## config.mk

```make
export PLATFORM = sky130hd
export DESIGN_NAME = port_io_bus_master
export DESIGN_NICKNAME = d
export VERILOG_FILES = /design/src/rtl/port_io_pkg.sv /design/src/rtl/port_io_slot_seq.sv /design/src/rtl/port_io_bus_master.sv
export SDC_FILE = /design/constraint.sdc
export NUM_CORES = 1
export LEC_CHECK = 0
export BUFFER_PORTS_ARGS = -buffer_cell sky130_fd_sc_hd__buf_2
export CORE_MARGIN = 2
export CORE_UTILIZATION = 30
export CTS_CLUSTER_SIZE = 10
export DETAILED_ROUTE_END_ITERATION = 8
export PLACE_DENSITY_LB_ADDON = 0.15
export SYNTH_ARGS = -nofsm -noshare
export SYNTH_HDL_FRONTEND = slang
export SYNTH_SLANG_ARGS = --single-unit
```

## constraint.sdc

```tcl
create_clock -name port_clk -period 3.1 [get_ports port_clk]
set_input_delay 0.31 -clock port_clk [delete_from_list [all_inputs] [get_ports port_clk]]
set_output_delay 0.31 -clock port_clk [all_outputs]
set_load 0.02 [all_outputs]
```

## src/rtl/port_io_pkg.sv

```systemverilog
// Shared types and constants for the port I/O bus master.
// Optional change-detect/IRQ feature is selected with PORT_IO_CHANGE_IRQ_EN.
package port_io_pkg;

    // One bus slot per cycle; IDLE only between frames.
    typedef enum logic [2:0] {
        SlotIdle  = 3'd0,
        SlotSync  = 3'd1,
        SlotDir   = 3'd2,
        SlotWrite = 3'd3,
        SlotRead  = 3'd4
    } slot_e;

    // Per-port register offsets within the 4-address port window.
    localparam logic [1:0] OffDir = 2'd0;
    localparam logic [1:0] OffOut = 2'd1;
    localparam logic [1:0] OffIn  = 2'd2;

    // Global register addresses.
    localparam int unsigned AddrCtrl     = 'h3C;
    localparam int unsigned AddrFrameCnt = 'h3D;
    localparam int unsigned AddrChgLo    = 'h3E;
    localparam int unsigned AddrChgHi    = 'h3F;

    // CTRL bit positions.
    localparam int unsigned CtrlRunBit     = 0;
    localparam int unsigned CtrlOneshotBit = 1;

endpackage

```

## src/rtl/port_io_slot_seq.sv

```systemverilog
// Slot sequencer: SYNC, then DIR/WRITE/READ for each port, repeating while run is set.
// Exposes next-state so the top can register bus outputs aligned to their slot.
module port_io_slot_seq import port_io_pkg::*; #(
    parameter int unsigned NPORTS = 10
) (
    input  logic       clk_i,
    input  logic       rst_i,
    input  logic       run_i,
    input  logic       oneshot_i,
    output slot_e      slot_o,
    output logic [3:0] port_o,
    output slot_e      slot_next_o,
    output logic [3:0] port_next_o,
    output logic       slot_sync_o,
    output logic       eof_o
);

    localparam logic [3:0] LastPort = 4'(NPORTS - 1);

    slot_e      slot_q, slot_d;
    logic [3:0] port_q, port_d;
    logic       slot_sync_q;
    logic       eof;

    // Next-state logic for slot type and port index.
    always_comb begin
        slot_d = slot_q;
        port_d = port_q;
        eof    = 1'b0;
        unique case (slot_q)
            SlotIdle:  if (run_i || oneshot_i) slot_d = SlotSync;
            SlotSync: begin
                slot_d = SlotDir;
                port_d = '0;
            end
            SlotDir:   slot_d = SlotWrite;
            SlotWrite: slot_d = SlotRead;
            SlotRead: begin
                if (port_q < LastPort) begin
                    slot_d = SlotDir;
                    port_d = port_q + 4'd1;
                end else begin
                    eof    = 1'b1;
                    slot_d = run_i ? SlotSync : SlotIdle;
                end
            end
            default:   slot_d = SlotIdle;
        endcase
    end

    // State registers; slot_sync is registered alongside the slot it marks.
    always_ff @(posedge clk_i) begin
        if (rst_i) begin
            slot_q      <= SlotIdle;
            port_q      <= '0;
            slot_sync_q <= 1'b0;
        end else begin
            slot_q      <= slot_d;
            port_q      <= port_d;
            slot_sync_q <= (slot_d == SlotSync);
        end
    end

    assign slot_o      = slot_q;
    assign port_o      = port_q;
    assign slot_next_o = slot_d;
    assign port_next_o = port_d;
    assign slot_sync_o = slot_sync_q;
    assign eof_o       = eof;

endmodule

```

## src/rtl/port_io_bus_master.sv

```systemverilog
// Port I/O bus master: host register file, frame-atomic shadow/active registers and
// registered bus drivers. Define PORT_IO_CHANGE_IRQ_EN for sticky input-change flags and irq.
module port_io_bus_master import port_io_pkg::*; #(
    parameter int unsigned NPORTS = 10,
    parameter int unsigned AW     = 6
) (
    input  logic          port_clk,
    input  logic          port_rst,
    input  logic [AW-1:0] host_addr,
    input  logic          host_wr,
    input  logic [7:0]    host_wdata,
    input  logic          host_rd,
    output logic [7:0]    host_rdata,
    output logic          host_rvalid,
    output logic [7:0]    bus_dout,
    output logic          bus_oe,
    input  logic [7:0]    bus_din,
    output logic          slot_sync,
`ifdef PORT_IO_CHANGE_IRQ_EN
    output logic          irq,
`endif
    output logic          busy
);

    slot_e      slot, slot_nxt;
    logic [3:0] port_idx, port_nxt;
    logic       eof;

    logic [7:0] dir_sh_q [NPORTS];
    logic [7:0] dir_sh_d [NPORTS];
    logic [7:0] out_sh_q [NPORTS];
    logic [7:0] out_sh_d [NPORTS];
    logic [7:0] dir_act_q[NPORTS];
    logic [7:0] dir_act_d[NPORTS];
    logic [7:0] out_act_q[NPORTS];
    logic [7:0] out_act_d[NPORTS];
    logic [7:0] in_q     [NPORTS];
    logic [7:0] in_d     [NPORTS];

    logic       run_q, run_d, oneshot_q, oneshot_d;
    logic [7:0] frame_cnt_q, frame_cnt_d;
    logic [7:0] rdata_q, rdata_d, rd_val;
    logic       rvalid_q;
    logic       bus_oe_q, bus_oe_d;
    logic [7:0] bus_dout_q, bus_dout_d;

    logic [AW-3:0] hport;
    logic [1:0]    hoff;
    logic          port_hit;

    assign hport    = host_addr[AW-1:2];
    assign hoff     = host_addr[1:0];
    assign port_hit = 32'(hport) < NPORTS;

    port_io_slot_seq #(
        .NPORTS (NPORTS)
    ) u_seq (
        .clk_i       (port_clk),
        .rst_i       (port_rst),
        .run_i       (run_q),
        .oneshot_i   (oneshot_q),
        .slot_o      (slot),
        .port_o      (port_idx),
        .slot_next_o (slot_nxt),
        .port_next_o (port_nxt),
        .slot_sync_o (slot_sync),
        .eof_o       (eof)
    );

    // Register file next-state: host writes, frame-boundary active load, input capture.
    always_comb begin
        dir_sh_d    = dir_sh_q;
        out_sh_d    = out_sh_q;
        dir_act_d   = dir_act_q;
        out_act_d   = out_act_q;
        in_d        = in_q;
        run_d       = run_q;
        oneshot_d   = oneshot_q;
        frame_cnt_d = frame_cnt_q;
        if (eof) begin
            frame_cnt_d = frame_cnt_q + 8'd1;
            oneshot_d   = 1'b0;
        end
        if (host_wr) begin
            if (port_hit) begin
                for (int unsigned i = 0; i < NPORTS; i++) begin
                    if (32'(hport) == i) begin
                        if (hoff == OffDir) dir_sh_d[i] = host_wdata;
                        if (hoff == OffOut) out_sh_d[i] = host_wdata;
                    end
                end
            end
            if (32'(host_addr) == AddrCtrl) begin
                run_d     = host_wdata[CtrlRunBit];
                oneshot_d = host_wdata[CtrlOneshotBit];
            end
        end
        // Loading on entry to SYNC makes a write issued during SYNC wait one more frame.
        if (slot_nxt == SlotSync) begin
            dir_act_d = dir_sh_q;
            out_act_d = out_sh_q;
        end
        if (slot == SlotRead) begin
            for (int unsigned i = 0; i < NPORTS; i++) begin
                if (port_idx == 4'(i)) in_d[i] = bus_din;
            end
        end
    end

    // Bus drive values for the upcoming slot, registered so they line up with it.
    always_comb begin
        bus_oe_d   = 1'b0;
        bus_dout_d = '0;
        for (int unsigned i = 0; i < NPORTS; i++) begin
            if (port_nxt == 4'(i)) begin
                if (slot_nxt == SlotDir) begin
                    bus_oe_d   = 1'b1;
                    bus_dout_d = dir_act_q[i];
                end else if (slot_nxt == SlotWrite) begin
                    bus_oe_d   = 1'b1;
                    bus_dout_d = out_act_q[i];
                end
            end
        end
    end

`ifdef PORT_IO_CHANGE_IRQ_EN
    logic [NPORTS-1:0] chg_q, chg_d;
    logic [15:0]       chg_wide, chg_clr;
    logic              seen_q, seen_d;
    logic              irq_q;

    assign chg_wide = 16'(chg_q);

    // Sticky change flags: write-1-to-clear, a same-cycle set takes priority.
    always_comb begin
        chg_d   = chg_q;
        chg_clr = '0;
        seen_d  = seen_q | eof;
        if (host_wr && 32'(host_addr) == AddrChgLo) chg_clr[7:0]  = host_wdata;
        if (host_wr && 32'(host_addr) == AddrChgHi) chg_clr[14:8] = host_wdata[6:0];
        chg_d = chg_q & ~chg_clr[NPORTS-1:0];
        // Inputs of the first frame after reset are the baseline, not a change.
        if (slot == SlotRead && seen_q) begin
            for (int unsigned i = 0; i < NPORTS; i++) begin
                if (port_idx == 4'(i) && bus_din != in_q[i]) chg_d[i] = 1'b1;
            end
        end
    end

    // Change-flag and irq registers.
    always_ff @(posedge port_clk) begin
        if (port_rst) begin
            chg_q  <= '0;
            seen_q <= 1'b0;
            irq_q  <= 1'b0;
        end else begin
            chg_q  <= chg_d;
            seen_q <= seen_d;
            irq_q  <= |chg_d;
        end
    end

    assign irq = irq_q;
`endif

    // Host read mux; registered below for a fixed one-cycle latency.
    always_comb begin
        rd_val = '0;
        if (port_hit) begin
            for (int unsigned i = 0; i < NPORTS; i++) begin
                if (32'(hport) == i) begin
                    if (hoff == OffDir) rd_val = dir_sh_q[i];
                    if (hoff == OffOut) rd_val = out_sh_q[i];
                    if (hoff == OffIn)  rd_val = in_q[i];
                end
            end
        end
        if (32'(host_addr) == AddrCtrl)     rd_val = {6'b0, oneshot_q, run_q};
        if (32'(host_addr) == AddrFrameCnt) rd_val = frame_cnt_q;
`ifdef PORT_IO_CHANGE_IRQ_EN
        if (32'(host_addr) == AddrChgLo)    rd_val = chg_wide[7:0];
        if (32'(host_addr) == AddrChgHi)    rd_val = chg_wide[15:8];
`endif
        rdata_d = host_rd ? rd_val : rdata_q;
    end

    // All architectural state, synchronously reset.
    always_ff @(posedge port_clk) begin
        if (port_rst) begin
            for (int unsigned i = 0; i < NPORTS; i++) begin
                dir_sh_q[i]  <= '0;
                out_sh_q[i]  <= '0;
                dir_act_q[i] <= '0;
                out_act_q[i] <= '0;
                in_q[i]      <= '0;
            end
            run_q       <= 1'b0;
            oneshot_q   <= 1'b0;
            frame_cnt_q <= '0;
            rdata_q     <= '0;
            rvalid_q    <= 1'b0;
            bus_oe_q    <= 1'b0;
            bus_dout_q  <= '0;
        end else begin
            dir_sh_q    <= dir_sh_d;
            out_sh_q    <= out_sh_d;
            dir_act_q   <= dir_act_d;
            out_act_q   <= out_act_d;
            in_q        <= in_d;
            run_q       <= run_d;
            oneshot_q   <= oneshot_d;
            frame_cnt_q <= frame_cnt_d;
            rdata_q     <= rdata_d;
            rvalid_q    <= host_rd;
            bus_oe_q    <= bus_oe_d;
            bus_dout_q  <= bus_dout_d;
        end
    end

    assign host_rdata  = rdata_q;
    assign host_rvalid = rvalid_q;
    assign bus_oe      = bus_oe_q;
    assign bus_dout    = bus_dout_q;
    assign busy        = (slot != SlotIdle);

endmodule

```

Word-level counts from Yosys, hierarchy flattened --
Index checks and enable logic that the tools add are counted. W data, S select, Z words.
Storage, ports and cells: logic and storage cells 260, register bits after elaboration 436, output and inout port bits 20
Operators by class: reduce and logical (&&, ||, !) cells 38, magnitude comparators 2, equality and inequality tests 38, add/sub/neg operators 2, multiplexer cells 120
Operators by type and width (count):
- $mux W8 | 79
- $reduce_and A4 Y1 | 20
- $eq A4 B3 Y1 const B | 12
- $mux W1 | 36
- $eq A4 B2 Y1 const B | 6
- $eq A4 B4 Y1 const B | 6
- $reduce_and A2 Y1 | 11
- $pmux W3 S5 | 1
- $eq A3 B2 Y1 const B | 4
- $eq A4 B1 Y1 const B | 3
- $eq A6 B6 Y1 const B | 2
- $logic_not A4 Y1 | 3
- $add A8 B1 Y8 const B | 1
- $lt A4 B4 Y1 const B | 2
- $pmux W4 S2 | 1
- $eq A3 B1 Y1 const B | 2
- $mux W3 | 2
- $add A4 B1 Y4 const B | 1
- $mux W4 | 1
- $eq A3 B3 Y1 const B | 1
- $logic_not A3 Y1 | 1
- $reduce_bool A3 Y1 | 1
- $eq A2 B1 Y1 const B | 1
- $eq A2 B2 Y1 const B | 1
- 2 further kinds | 2

Longest topological paths before layout --
Gate-level depths: netlist of the first run.
word-level depth 50, mapped depth 12, mapped depth without buffers 10

Cells and area by module --
From an unflattened synthesis of the first run, not the netlist that was laid out.
Second synthesis, totals: cell total of the unflattened synthesis 2522, area, all modules 20089.3 µm²
By module, submodules not included:
- port_io_bus_master | instances 1, area each 19535.0 µm², cells an instance 2459
- port_io_slot_seq | instances 1, area each 554.3 µm², cells an instance 63

Least setup slack after synthesis of the first run --
OpenSTA, ideal clock, no wires.
path kind register -> register, start register u_seq.port_q[0], in the netlist u_seq.port_o[0], end register dir_act_q[15] (netlist name), setup time 132 ps, setup slack 692 ps, arrival 2275 ps, stages on the path, launching flop included 13, cells stage by stage dfxtp_1 inv_1 ha_1 nand2b_4 nand2_1 o21ai_1 o311ai_2 or2_1 clkbuf_1 buf_2 buf_2 nand2_1 a21oi_1
Between the ends: longest elaborated chain between the ends 4
Ends and longest elaborated chain:
- from (decl) | RTL line port_io_slot_seq.sv:21 | logic [3:0] port_q, port_d;
- from (signal assigned) | RTL line port_io_slot_seq.sv:59 | port_q <= port_d;
- $lt A4 B4 Y1 | RTL line port_io_slot_seq.sv:39 | if (port_q < LastPort) begin
- $mux W3 | RTL line port_io_slot_seq.sv:39
- $pmux W3 S5 | RTL line port_io_slot_seq.sv:30 | unique case (slot_q)
- $eq A3 B1 Y1 | RTL line port_io_bus_master.sv:99 | if (slot_nxt == SlotSync) begin
- to (signal assigned) | RTL line port_io_bus_master.sv:208 | dir_act_q <= dir_act_d;
- to (decl) | RTL line port_io_bus_master.sv:33 | logic [7:0] dir_act_q[NPORTS];
Every way passes these cells. A chain may end at the register's enable or synchronous reset.

Worst setup path in the final report of the first run --
start register u_seq.port_q[0], in the netlist u_seq.port_o[0], end register bus_dout_q[5], in the netlist bus_dout[5]
Between the ends: longest elaborated chain between the ends 34
Ends and longest elaborated chain:
- $lt A4 B4 Y1 | RTL line port_io_slot_seq.sv:39
- $mux W3 | RTL line port_io_slot_seq.sv:39
- $pmux W3 S5 | RTL line port_io_slot_seq.sv:30
- $eq A3 B2 Y1 | RTL line port_io_bus_master.sv:119 | end else if (slot_nxt == SlotWrite) begin
- $mux W8 | RTL line port_io_bus_master.sv:119
- $mux W8 | RTL line port_io_bus_master.sv:116 | if (slot_nxt == SlotDir) begin
- $mux W8 | RTL line port_io_bus_master.sv:115 | if (port_nxt == 4'(i)) begin
- $mux W8 | RTL line port_io_bus_master.sv:119
- (+18 left out)
- $mux W8 | RTL line port_io_bus_master.sv:116
- $mux W8 | RTL line port_io_bus_master.sv:115
- $mux W8 | RTL line port_io_bus_master.sv:119
- $mux W8 | RTL line port_io_bus_master.sv:116
- $mux W8 | RTL line port_io_bus_master.sv:115
- $mux W8 | RTL line port_io_bus_master.sv:119
- $mux W8 | RTL line port_io_bus_master.sv:116
- $mux W8 * | RTL line port_io_bus_master.sv:115
- to (signal assigned) | RTL line port_io_bus_master.sv:217 | bus_dout_q <= bus_dout_d;
- to (decl) | RTL line port_io_bus_master.sv:45 | logic [7:0] bus_dout_q, bus_dout_d;
Every way passes the cells marked *; elsewhere a longest branch is shown, timed or not.

==> results of run 1 <==
-- cell usage in the layout (no fill, tap or decap), types with 42 or more instances in the layout --
cell type  count
nor2_1        78
o22ai_1       57
mux2i_1       61
dfxtp_1      436
nand2_1      649
buf_2         42
buf_4         87
nand3_1      247
a21oi_1      437
o21ai_0       61
clkbuf_16     54
-- cell type report --
cell class / count / share of cell area
multi-input combinational: 1903 / 0.448
tap: 864 / 0.0477
sequential: 436 / 0.385
inverter: 11 / 0.00182
clock buffer: 66 / 0.0643
clock inverter: 6 / 0.00293
timing repair buffer: 143 / 0.0503
-- worst paths after layout --
| kind | to | cells after the start |
|---|---|---|
| min | u_seq.port_o[1] | 2 |
| max reg2reg | bus_dout[5] | 10 |
| max | bus_dout[5] | 10 |
| min reg2reg | dir_act_q[52] | 2 |
-- metrics by stage --
stage,std cells,total power [W]
CTS,3429,0.0121
global route,3429,0.0124
finish,3429,0.0120
detailed placement,3357,0.00640
floorplan,2586,0.00614
global placement,3357,0.00640
-- synthesized netlist by cell type (30+ instances only) --
| cell type | count | area (sq um) |
|---|---|---|
| clkbuf_1 | 158 | 593 |
| a21oi_1 | 437 | 2190 |
| dfxtp_1 | 436 | 8730 |
| mux2i_1 | 61 | 611 |
| o22ai_1 | 57 | 357 |
| mux2_2 | 31 | 349 |
| o21ai_0 | 61 | 305 |
| nor2_1 | 83 | 312 |
| nand3_1 | 247 | 1240 |
| nand2_1 | 649 | 2440 |
| buf_2 | 52 | 260 |
| a221oi_1 | 30 | 263 |
-- power by group through the flow --
stage                     clock network (W)  registers [W]  logic, W
after floorplan                           0        0.00576  0.000380
after global placement                    0        0.00576  0.000644
after detailed placement                  0        0.00576  0.000643
after CTS                           0.00584        0.00564  0.000644
after global routing                0.00603        0.00564  0.000685
final                               0.00573        0.00564  0.000652
-- sequential cells by signal (all words and copies together) (netlist names) --
name and count:
out_act_q 80, u_seq.slot_sync_o 1, host_rvalid 1, u_seq.port_o 4, bus_dout 8, dir_sh_q 80
bus_oe 1, oneshot_q 1, in_q 80, dir_act_q 80, frame_cnt_q 8, run_q 1
out_sh_q 80, u_seq.slot_o 3, host_rdata 8
-- worst max-delay path, cell delays in order (launching register included) --
cell and delay [ns]:
dfxtp_1 0.37, inv_1 0.11, ha_1 0.32, nand3b_1 0.09, a211oi_2 0.32, a211o_1 0.37, buf_12 0.21, a221oi_1 0.10
a211oi_1 0.59, o21ai_0 0.16, o21ai_1 0.20
-- cell families after synthesis --
family          after synthesis  share of synthesized area
buf+inv                     247                     0.0518
simple gates               1064                      0.232
flops                       436                      0.441
xor+xnor                      6                    0.00266
mux                          92                     0.0485
fa+ha+maj                     6                    0.00379
compound gates              735                      0.220
-- routing by layer --
layer	vias to the layer above	GRT usage	wire length (microns)
li1	8996	-	-
met5	-	0	33
met1	9304	0.365	40400
met4	6	0.0714	2370
met2	753	0.344	34800
met3	114	0.0393	6160
==> metrics.txt, run 1 <==
Nets=2579; initial antenna violation count=4; clock skew=0.0171 ns; sequential-to-total area share from yosys stat=0.441; Root Buffer=clkbuf_16; Min Hold Slack=0.0436 ns; hold crit path type=input port to flop; hold_buf cts=0; port bufs=45; yosys warns=0; Post-Syn Area=between 15000 and 20000 sq um; Leak=7.43 nW; largest net degree at the start of global routing=about 130; Die Ht=between 200 and 300 microns; final setup TNS=0 ns; WL/cell=between 20 and 25 microns; register area=8730 sq um; Critical Path AT=around 3.5 ns; Ports=46; Place WS=0.139 ns; Int Pwr=0.00910 W; DRC=0; hold path start=port_rst; CORE AREA=65500 sq um; R2R Path Start=u_seq.port_o[0]; period utilisation layout=0.953; ANT nets after route=0; post-CTS setup buffer count=0; DRT Pass-1 Iters=5; worst endpoint required time=between 3 and 4 ns; clock-pin slew on the worst setup and hold paths=approximately 0.060 ns; H-tree lvl count=2; Tot GR Track Use=0.241; Multi-input gate area=10100 sq um; switching pwr=0.00292 W; Peak VDD IR=~0.00038 V; Syn Inst Count=between 2000 and 3000; Flop pwr share=0.469; FMAX=0.338 GHz; Power Density=531 nW/um^2; CTS tree=done; final worst-path setup slack=approximately 0.14 ns; later-pin clock latency in the skew report=0.61 ns; Tmin final=between 2 and 3 ns; R2R setup slack=~0.14 ns; Initial Utilization=0.302; grt total ovfl=0; row cnt=94; via count=about 19000; synthesis-to-layout area growth=14.4%; Mean Syn Cell Area=7.65 sq um; CTS Buf Count=52; DIE WIDTH=261 microns; Post-CTS Resized=0; Syn Nets=approximately 2600; crit path capture type=flop; DRT Wirelength=approximately 84000 microns; Top FF cell, synth=dfxtp_1; Worst Tran Pin Value=around 1.0 ns; #FFs+latches synth=436; switching part of the total=0.243; number of global-route vias before repair=roughly 17000; die area=slightly below 70000 sq um; Finished Cell Area=between 20000 and 25000 sq um; synth unique cells=78; n_diodes=0; CTS sink count=436; Max-cap violations=0; CP max FO=18; Final Hold Fails=0; ys async rst share=0; Slew HR=0.303; Starting DRT DRC Count=between 1500 and 2000; first-pass GRT wire length=121000 microns; crit path kind=flop to flop; CTS Buffer Depth=3; fillers=between 6000 and 7000; final core utilization=0.346; max-slew violations=0; EDFF count, synth=0; Comb power frac=0.054; Startpoint Class=flop; Via-to-Cell Ratio=approximately 5.6; Setup-failing EPs final=0; status=complete, no violations; Clk pwr share=0.477; placed cell area=between 20000 and 25000 sq um; share of cells above drive strength 1=0.109; RSZ-0062 raised after global routing=no; post-DP HPWL=between 60000 and 70000 microns; CP startpoint=u_seq.port_o[0]; GPL Wtd Cong=slightly above 0.9
No activity file was read; power rests on OpenSTA's default activity.
==> inputs of run 2 (changes only) <==
CORE_UTILIZATION = 41   (was 30)
CTS_BUF_LIST = sky130_fd_sc_hd__clkbuf_4 sky130_fd_sc_hd__clkbuf_8   (was default)
CTS_CLUSTER_DIAMETER = 50   (was default)
==> run 2 against run 1 <==
  * Clock skew is 0.0080 ns higher
  * Combinational power is 1% lower
  * Hold slack worse by 0.0068 ns
  * Largest power group is now sequential cells
  * Power is 16% lower
  * Non-clock buffer count is 14 lower
  * Sequential share of layout area is 1.7 points higher
  * Register-to-register slack better by 0.06 ns
  * Design area is 4.2% lower
  * Fmax is 2.0% higher
  * Sequential power hardly changed
==> metrics.txt, run 2 (synthesis results as in run 1) <==
post-DP HPWL=55600 microns (-8.6%); RSZ-0062 raised after global routing=no; CTS Buffer Depth=3 (unchanged); final setup TNS=0 ns (unchanged); later-pin clock latency in the skew report=0.69 ns (+0.08 ns); Setup-failing EPs final=0 (unchanged); slowest CP cell=a211oi_1; GPL Wtd Cong=0.979 (+4.8%); Peak VDD IR=0.000320 V (-17%); Critical Path AT=3.48 ns (about the same); max incr delay on CP=0.62 ns (+0.03 ns); WL/cell=24.6 microns (+0.60%); final worst-path setup slack=0.203 ns (+0.0585 ns); final core utilization=0.455 (+0.110); CTS sink count=436 (unchanged); CTS tree=done; max-slew violations=0 (unchanged); die area=50000 sq um (-26%); critical path cell sequence=or3b_1, a21oi_2, nand2b_1, buf_12, a221oi_1, a211oi_1, o21ai_0, o21ai_1; Tot GR Track Use=0.306 (+0.0654); Top Metal Used=met4; post-CTS setup buffer count=0 (unchanged); R2R setup slack=0.20 ns (+0.06 ns); hold crit path type=input port to flop; port bufs=45 (unchanged); Initial Utilization=0.415 (+0.113); Layout Cells excl Fill=3164 (-7.7%); synthesis-to-layout area growth=9.59%; placed cell area=20800 sq um (-1.4%); first-pass GRT wire length=115000 microns (-4.8%); fillers=4890 (-29%); ANT nets after route=0 (unchanged); most frequent cells in the layout=649 x nand2_1, 437 x a21oi_1, 436 x dfxtp_1; Place WS=0.361 ns (+0.221 ns); number of global-route vias before repair=17900 (+3.2%); clock-pin slew on the worst setup and hold paths=0.08 ns (+0.02 ns); Starting DRT DRC Count=2097 (+6.4%); Leak=7.10 nW (-4.4%); DRC=0 (unchanged); status=complete, no violations; initial antenna violation count=0 (-4); Cell Count Post-Placement=3093 (-7.9%); WP buf/inv=1 (-1); largest net degree at the start of global routing=105 (-19%); Startpoint Class=flop; crit path capture type=flop; DRT Pass-1 Iters=5 (unchanged); FMAX=0.345 GHz (+2.0%); Power Density=466 nW/um^2 (-12%); Slew HR=0.397 (+0.0937); row cnt=80 (-15%); Nets=2566 (-0.50%); commonest non-fill, non-tap cell in the layout=nand2_1; period utilisation layout=0.934 (-0.0189); Root Buffer=clkbuf_8; Final Hold Fails=0 (unchanged); routed wl met2=36900 microns (+6.2%); Tmin final=2.90 ns (-0.0585 ns); Worst Tran Pin Value=0.896 ns (-0.150 ns); Via-to-Cell Ratio=6.10 (+9.1%); Finished Cell Area=21700 sq um (-4.2%); crit path kind=flop to flop; via count=19300 (+0.63%); Multi-input gate area=10100 sq um (about the same); register area=8730 sq um (unchanged); Crit path max-delay family=compound AO/OA/AOI/OAI gates; worst endpoint required time=3.68 ns (+0.06 ns); share of cells above drive strength 1=0.105 (-0.00437); CORE AREA=47600 sq um (-27%); routed wl met3=4800 microns (-22%); Max-cap violations=0 (unchanged); H-tree lvl count=2 (unchanged); CTS Buf Count=53 (+1.9%); Die Ht=224 microns (-14%); CP max FO=36 (+18); grt total ovfl=0 (unchanged); DRT Wirelength=77700 microns (-7.2%); Post-CTS Resized=0 (unchanged); DIE WIDTH=224 microns (-14%); clock skew=0.0250 ns (+0.00795 ns); wire length on met1=30900 microns (-24%); Ports=46 (unchanged)
run 2: cell types whose count changed in the layout (fill, tap and decap cells not counted), sizes merged:
cell	before	now
buf	143	128
bufinv	1	0
clkbuf	66	61
clkinv	6	5
clkinvlp	0	1
diode	0	1
dlygate4sd3	0	1
inv	10	13
run 2: where the power goes:
group          switching (W)  leakage, nW  internal [W]  total (W)
logic               0.000485         3.14      0.000158   0.000643
clock network        0.00216        0.453       0.00168    0.00385
registers          0.0000162         3.51       0.00561    0.00563
run 2: area by class of cell:
type	instances	area share
Antenna cell	1	0.000115
Clock buffer	61	0.0370
Clock inverter	8	0.00265
Inverter	11	0.00190
Multi-Input combinational cell	1903	0.467
Sequential cell	436	0.402
Tap cell	615	0.0355
Timing Repair Buffer	129	0.0535
run 2: metrics by stage:
step	hold slack (ns)	total power (W)
global placement	0.439	0.00638
global route	0.0199	0.0104
detailed placement	0.446	0.00638
floorplan	0.432	0.00614
finish	0.0368	0.0101
CTS	0.00694	0.0101
run 2: repair_timing:
item	in CTS	in global routing
endpoints found under the hold margin	2	0
hold buffers	1	0
setup endpoints to repair	0	0
run 2: worst paths after layout:
| path | cells after the start | endpoint | startpoint |
|---|---|---|---|
| max reg2reg | 8 | bus_dout[5] | u_seq.slot_o[2] |
| min | 2 | in_q[8] | port_rst |
| min reg2reg | 2 | out_act_q[39] | out_act_q[39] |
| max | 8 | bus_dout[5] | u_seq.slot_o[2] |
run 2: routing by layer:
metal  track usage  vias up
met4         0.176        0
met1         0.376     9370
li1              -     8954
met2         0.512      784
met5             0        -
met3        0.0458      185
==> inputs of run 3 (changes only) <==
clock period = 3.4 ns   (was 3.1 ns; I/O delays follow)
==> run 3 against run 2 <==
  * Non-clock buffer count decreased by 7
  * Critical path depth increased by 3
  * Power decreased by 4.5%
  * Hold slack improved by 0.012 ns
  * Sequential share of layout area about the same
  * Fmax decreased by 9.8%
  * Critical path type unchanged
  * Wire length increased by 4.8%
==> metrics.txt, run 3 (synthesis results as in run 1) <==
share of cells above drive strength 1=0.106 (+0.00144); post-DP HPWL=57000 microns (+2.4%); R2R Path Start=u_seq.slot_o[0]; Place WS=0.122 ns (-0.239 ns); CTS tree=done; CP max FO=30 (-17%); port bufs=45 (unchanged); Via-to-Cell Ratio=6.17 (+1.1%); Hold Path Cell Cnt=2 (unchanged); Ports=46 (unchanged); final setup TNS=0 ns (unchanged); RSZ-0062 raised after global routing=no; via count=19500 (+1.2%); Startpoint Class=flop; Power Density=446 nW/um^2 (-4.4%); wire length on met1=32100 microns (+4.0%); final worst-path setup slack=0.190 ns (-0.0133 ns); clock skew=0.0209 ns (-0.00418 ns); grt total ovfl=0 (unchanged); CTS Buf Count=56 (+5.7%); row cnt=80 (unchanged); Setup-failing EPs final=0 (unchanged); hold path start=port_rst; register area=8730 sq um (about the same); Tmin final=3.21 ns (+0.313 ns); commonest non-fill, non-tap cell in the layout=nand2_1; first-pass GRT wire length=120000 microns (+4.3%); Crit path max-delay family=compound AO/OA/AOI/OAI gates; crit path kind=flop to flop; R2R depth=11 (+3); H-tree lvl count=2 (unchanged); most used cell, CP=buf_4; Tot GR Track Use=0.321 (+0.0150); Die Ht=224 microns (unchanged); slowest CP cell=a31oi_1; Leak=7.09 nW (-0.15%); period utilisation layout=0.944 (+0.00970); CORE AREA=47600 sq um (unchanged); initial antenna violation count=0 (unchanged); status=complete, no violations; R2R setup slack=0.19 ns (about the same); ANT nets after route=0 (unchanged); max-slew violations=0 (unchanged); die area=50000 sq um (unchanged); critical path cell sequence=buf_4, or3b_1, buf_4, a21oi_2, nand2b_1, buf_4, a22o_1, nand3_1, a31oi_1, a2111oi_0, a311oi_1; Starting DRT DRC Count=2156 (+2.8%); Multi-input gate area=10100 sq um (unchanged); WP buf/inv=3 (+2); Worst Hold End=in_q[2]; DIE WIDTH=224 microns (unchanged); Initial Utilization=0.415 (unchanged); CTS sink count=436 (unchanged); largest net degree at the start of global routing=134 (+28%); DRT Wirelength=81500 microns (+4.8%); routed wl met3=4970 microns (+3.6%); routed wl met2=38600 microns (+4.4%); Slew HR=0.389 (-0.00804); FMAX=0.312 GHz (-9.8%); Max-cap violations=0 (unchanged); clock-pin slew on the worst setup and hold paths=0.07 ns (about the same); max incr delay on CP=0.41 ns (-0.21 ns); Reg2Reg Capture Point=bus_dout[7]; Nets=2562 (-0.16%); GPL Wtd Cong=1.00 (+2.1%); Peak VDD IR=0.000266 V (-17%); later-pin clock latency in the skew report=0.68 ns (about the same); worst endpoint required time=3.98 ns (+0.30 ns); CTS Buffer Depth=3 (unchanged); WL/cell=25.7 microns (+4.8%); n_diodes=0 (-1); Root Buffer=clkbuf_8; Worst Tran Pin Value=0.916 ns (+0.0201 ns); most frequent cells in the layout=649 x nand2_1, 437 x a21oi_1, 435 x dfxtp_1; hold crit path type=input port to flop; DRT Pass-1 Iters=7 (+2); DRC=0 (unchanged); number of global-route vias before repair=18600 (+3.9%); Final Hold Fails=0 (unchanged); Top Metal Used=met4; crit path capture type=flop; Critical Path AT=3.79 ns (+0.31 ns); synthesis-to-layout area growth=9.51% (about the same); fillers=4843 (-0.96%)
run 3: area by class of cell:
| cell class | instances | area share |
|---|---|---|
| timing repair buffer | 122 | 0.0448 |
| clock buffer | 66 | 0.0410 |
| inverter | 11 | 0.00190 |
| multi-input combinational | 1903 | 0.467 |
| sequential | 436 | 0.403 |
| tap | 615 | 0.0355 |
| clock inverter | 13 | 0.00670 |
run 3: worst max path at each step:
stage	start	end	slack [ns]	depth (start not counted)
2_1_floorplan	u_seq.port_o[0]	dir_act_q[15]	0.99	12
3_3_place_gp	u_seq.slot_o[2]	bus_dout[7]	0.16	10
3_5_place_dp	u_seq.slot_o[2]	bus_dout[7]	0.12	10
4_1_cts	u_seq.slot_o[2]	bus_dout[7]	0.1	10
5_1_grt	u_seq.slot_o[0]	bus_dout[7]	0.07	11
6_report	u_seq.slot_o[0]	bus_dout[7]	0.19	11
run 3: routing by layer:
metal | up-vias | GRT usage
met1 | 9496 | 0.393
met4 | 0 | 0.202
li1 | 8957 | -
met2 | 833 | 0.530
met3 | 235 | 0.0477
met5 | - | 0
run 3: where the power goes:
group	switching, W	internal [W]	leakage [nW]	total [W]
clock network	0.00206	0.00187	0.529	0.00393
registers	0.0000131	0.00512	3.51	0.00513
logic	0.000468	0.000136	3.05	0.000604
run 3: repair_timing:
item | CTS | global route
resized for setup | 0 | 1
endpoints found under the hold margin | 2 | 0
endpoints found under the setup margin | 0 | 2
buffers inserted | 0 | 5
hold buffers | 1 | 0
run 3: per-stage QoR:
step / cells / instance area, sq um / util / hold slack [ns] / power [W]
3_3_place_gp: 3081 / 20600 / 0.432 / 0.442 / 0.00583
3_5_place_dp: 3081 / 20600 / 0.432 / 0.446 / 0.00583
2_1_floorplan: 2586 / 19800 / - / 0.432 / 0.00560
4_1_cts: 3161 / 21600 / 0.454 / 0.0634 / 0.00970
5_1_grt: 3166 / 21700 / 0.455 / 0.0760 / 0.00998
6_report: 3166 / 21700 / 0.455 / 0.0493 / 0.00966
run 3: worst register-to-register path, stage by stage, from the launching register on:
cell,delay [ns]
dfxtp_1,0.38
buf_4,0.21
or3b_1,0.37
buf_4,0.19
a21oi_2,0.19
nand2b_1,0.19
buf_4,0.36
a22o_1,0.28
nand3_1,0.09
a31oi_1,0.41
a2111oi_0,0.13
a311oi_1,0.31
